--- src/rtl/serial_subtractor.sv ---
// Bit-serial subtractor: one result bit per clock, LSB first,
// with a registered borrow chain and a start/busy/done handshake.
module serial_subtractor #(
    parameter int WIDTH = 8
) (
    input  logic             clk,
    input  logic             rst_n,
    input  logic             start,
    input  logic [WIDTH-1:0] a,
    input  logic [WIDTH-1:0] b,
    output logic             busy,
    output logic             done,
    output logic [WIDTH-1:0] diff,
    output logic             borrow_out
);

    localparam int CW = $clog2(WIDTH) + 1;
    localparam logic [CW-1:0] LAST = CW'(WIDTH - 1);

    typedef enum logic {
        IDLE,
        RUN
    } state_t;

    state_t           state_q;
    logic [WIDTH-1:0] a_q;
    logic [WIDTH-1:0] b_q;
    logic [WIDTH-1:0] res_q;
    logic [WIDTH-1:0] res_d;
    logic [CW-1:0]    cnt_q;
    logic             brw_q;
    logic             busy_q;
    logic             done_q;
    logic [WIDTH-1:0] diff_q;
    logic             borrow_q;
    logic             d_bit;
    logic             bout;

    // Full-subtractor cell on the operand LSBs and the stored borrow
    always_comb begin
        d_bit = a_q[0] ^ b_q[0] ^ brw_q;
        bout  = (~a_q[0] & b_q[0]) | (~(a_q[0] ^ b_q[0]) & brw_q);
        res_d = {d_bit, res_q[WIDTH-1:1]};
    end

    // Control FSM and datapath; outputs only move on the final bit
    always_ff @(posedge clk or negedge rst_n) begin
        if (!rst_n) begin
            state_q  <= IDLE;
            a_q      <= '0;
            b_q      <= '0;
            res_q    <= '0;
            cnt_q    <= '0;
            brw_q    <= 1'b0;
            busy_q   <= 1'b0;
            done_q   <= 1'b0;
            diff_q   <= '0;
            borrow_q <= 1'b0;
        end else begin
            done_q <= 1'b0;
            unique case (state_q)
                IDLE: begin
                    if (start) begin
                        a_q     <= a;
                        b_q     <= b;
                        brw_q   <= 1'b0;
                        cnt_q   <= '0;
                        busy_q  <= 1'b1;
                        state_q <= RUN;
                    end
                end
                RUN: begin
                    a_q   <= a_q >> 1;
                    b_q   <= b_q >> 1;
                    res_q <= res_d;
                    brw_q <= bout;
                    if (cnt_q == LAST) begin
                        state_q  <= IDLE;
                        busy_q   <= 1'b0;
                        done_q   <= 1'b1;
                        diff_q   <= res_d;
                        borrow_q <= bout;
                    end else begin
                        cnt_q <= cnt_q + 1'b1;
                    end
                end
                default: state_q <= IDLE;
            endcase
        end
    end

    assign busy       = busy_q;
    assign done       = done_q;
    assign diff       = diff_q;
    assign borrow_out = borrow_q;

endmodule

--- config.mk ---
export PLATFORM = sky130hd
export DESIGN_NAME = serial_subtractor
export DESIGN_NICKNAME = d
export VERILOG_FILES = /design/src/rtl/serial_subtractor.sv
export SDC_FILE = /design/constraint.sdc
export NUM_CORES = 1
export LEC_CHECK = 0
export BUFFER_PORTS_ARGS = -buffer_cell sky130_fd_sc_hd__buf_2
export CELL_PAD_IN_SITES_DETAIL_PLACEMENT = 0
export CELL_PAD_IN_SITES_GLOBAL_PLACEMENT = 1
export CORE_MARGIN = 10
export CORE_UTILIZATION = 39
export DETAILED_ROUTE_END_ITERATION = 10
export GPL_TIMING_DRIVEN = 0
export PLACE_DENSITY = 0.72
export SKIP_LAST_GASP = 1
export SLEW_MARGIN = 20
export SYNTH_ARGS = -nofsm -noshare
export SYNTH_HDL_FRONTEND = slang
export SYNTH_SLANG_ARGS = --single-unit
--- constraint.sdc ---
create_clock -name clk -period 1.3 [get_ports clk]
set_input_delay 0.13 -clock clk [delete_from_list [all_inputs] [get_ports clk]]
set_output_delay 0.13 -clock clk [all_outputs]
set_load 0.005 [all_outputs]
==> results.py <==
metrics = {
    "timing": {
        "tightest_slew_ns": 0.8832,
        "max-slew-margin-rel": 0.4112,
        "report.final.slew_viol_count": 0,
        "setup_viol": 7,
        "hold_ws_ns": 0.08486,
        "period_needed_ns": 1.315,
        "hold_violations": 0,
        "timing.final.crit_share": 1.011,
        "fmax_mhz": 760.6,
        "tns_ns": -0.07802,
        "fin_skew_ns": 0.001613,
        "setup_ws_ns": -0.01471,
        "rsz0062_at_grt": "true",
    },
    "logic_synthesis": {
        "synth_area_leader_cell": "dfrtp_1",
        "synth-compound-area-share": 0.06740,
        "synth_top_area_frac": 0.5861,
        "synth.mux.area_fraction": 0.2198,
        "synth_xor_xnor_area_share": 0.005128,
        "ys_seq_area_frac": 0.5861,
        "postSynthCellCount": 139,
        "synthFlopType": "dfrtp_1",
        "synth.distinct_cells": 21,
        "synth_top_family_by_area": "multiplexers",
        "synth.net_count": 160,
        "synthTopCellsByArea": "dfrtp_1, mux2i_1, mux2_4",
        "synth_fa_ha_area_frac": 0.01905,
        "ys_warn_count": 0,
        "netlist_area_um2": 1708,
        "synth_edf_count": 0,
        "yosys.area_share.simple": 0.07326,
        "avgSynthCellArea_um2": 12.29,
        "ys_async_sr_fraction": 1.000,
        "ys_ff_latch": 40,
    },
    "floorplan": {
        "top_level_ports": 30,
        "dieArea_um2": 7426,
        "fp-row-count": 24,
        "core_area_um2": 4294,
        "die_h_um": 86.18,
        "fp.dieW_um": 86.18,
        "start_util": 0.3977,
    },
    "cts": {
        "clock_latency_ns": 0.29,
        "clk_pin_slew_worst_paths_ns": 0.07,
        "cts_inserted_buffers": 5,
        "htree_num_levels": 2,
        "cts-root-buf": "clkbuf_8",
        "cts_tree": "done",
        "clk_path_buf_depth": 2,
        "clock_sinks": 40,
    },
    "detailed_routing": {
        "ant_nets": 0,
        "drtIter0Drc": 34,
        "met2_length_mm": 1.534,
        "viasPerCell": 4.966,
        "route.final.wire_length_mm": 3.298,
        "vias": 1162,
        "route.detailed.drc": 0,
        "firstDrtPassIters": 4,
        "wirelength_met1_mm": 1.428,
        "top_layer": "met4",
        "wl_per_cell_um": 14.09,
        "wl_met3_um": 295,
    },
    "finish": {
        "area_growth_pct": 21.68,
        "insertedDiodeCount": 0,
        "finalInstanceArea_um2": 2078,
        "final_nets": 203,
        "fill_cells": 404,
        "layout_commonest_cell": "dfrtp_1",
        "final_cells": 234,
        "drive_above_1_share": 0.3516,
        "final_cell_mix": "dfrtp_1, buf_2, nand2_1",
        "post-route-util": 0.4840,
    },
    "global_route": {
        "grt_pass1_vias": 1233,
        "grt_pass1_wl_mm": 5.554,
        "grt_max_degree": 41,
        "grt-ovfl-total": 0,
        "track_usage": 0.09254,
        "antenna_found_initial": 0,
    },
    "placed_design": {
        "io_buffers": 28,
        "routabilityCongestion": 0.6603,
        "dpl_cell_area_um2": 1919,
        "dp_slack_ns": -0.1154,
        "dp_hpwl_mm": 2.325,
        "dp_cells": 219,
    },
    "power": {
        "leakagePower_nw": 1.052,
        "irDropWorstVdd_uv": 851.2,
        "power_density_nw_per_um2": 2250,
        "power_mw": 4.676,
    },
    "worst_hold_path": {
        "worstHoldPathType": "primary input to register",
    },
    "critical_path": {
        "critical_path_class": "register to register",
        "startpoint_type": "register",
        "critical_path.endpoint_type": "register",
        "critPathArrivalTime_ns": 1.49,
        "path_max_fanout": 8,
        "crit_required_ns": 1.48,
    },
    "outcome": {
        "status": "complete, but fails checks",
        "violations": "setup timing",
    },
    "job": {
        "drv_cap": 0,
    },
}
## path summary, 6_finish.rpt
path,from,to,slack [ns],cells after the start
worst max register to register,cnt_q[0],diff[7],-0.01,4
max in group asynchronous,rst_n,b_q[6],0.25,2
min in group asynchronous,rst_n,diff[3],0.50,2
worst min-delay path,a[7],a_q[7],0.08,3
worst max-delay path,cnt_q[0],diff[7],-0.01,4
worst min register to register,a_q[2],a_q[1],0.49,2
## synthesized netlist by cell type, types with 2 or more instances
master,count
a21oi_1,2
buf_2,4
clkbuf_1,2
dfrtp_1,40
inv_1,4
mux2_2,8
mux2_4,7
mux2i_1,18
nand2_1,19
nor2_1,7
o21ai_0,18
## per-layer routing
layer / vias to the layer above / track usage
met2: 29 / 0.1460
met3: 6 / 0.05441
met5: - / 0
li1: 563 / -
met1: 564 / 0.1019
met4: 0 / 0.03093
## layout make-up
| class | instances | area, um2 | area share |
|---|---|---|---|
| Sequential cell | 40 | 1001 | 0.4816 |
| Tap cell | 52 | 65.06 | 0.03131 |
| Inverter | 4 | 15.01 | 0.007225 |
| Clock buffer | 7 | 96.34 | 0.04636 |
| Multi-Input combinational cell | 88 | 659.4 | 0.3173 |
| Timing Repair Buffer | 36 | 202.7 | 0.09753 |
| Buffer | 7 | 38.79 | 0.01866 |
## what timing repair did
item | CTS | global route
gates resized for setup | 0 | 2
hold buffers | 1 | 0
pin swaps | 1 | 1
endpoints found under the setup margin | 7 | 16
endpoints found under the hold margin | 21 | 0
buffers inserted | 5 | 2
## state kept, by name, summed over array words and instances (netlist names)
register / cells
a_q: 8
b_q: 8
diff: 8
res_q: 7
cnt_q: 4
borrow_out: 1
brw_q: 1
busy: 1
done: 1
state_q: 1
## worst max-delay path, stage by stage, from the launching register on
cell and delay, ns:
dfrtp_1 0.39, ha_2 0.20, nand4b_1 0.13, buf_6 0.18, mux2_4 0.31
## where the power goes
| group | total, mW | switching (mW) | internal (mW) |
|---|---|---|---|
| Clock | 0.880 | 0.408 | 0.473 |
| Sequential | 2.09 | 0.310 | 1.78 |
| Combinational | 1.71 | 0.744 | 0.963 |
## cells by family (layout without fill, tap and decap cells)
| logic type | after synthesis | after routing |
|---|---|---|
| flip-flops | 40 | 40 |
| multiplexers | 33 | 33 |
| AND/OR/NAND/NOR | 30 | 30 |
| AO/OA/AOI/OAI | 22 | 22 |
| buffers and inverters | 11 | 54 |
| adder cells (fa/ha/maj) | 2 | 2 |
| XOR/XNOR | 1 | 1 |
(Power assumes the default switching activity.)
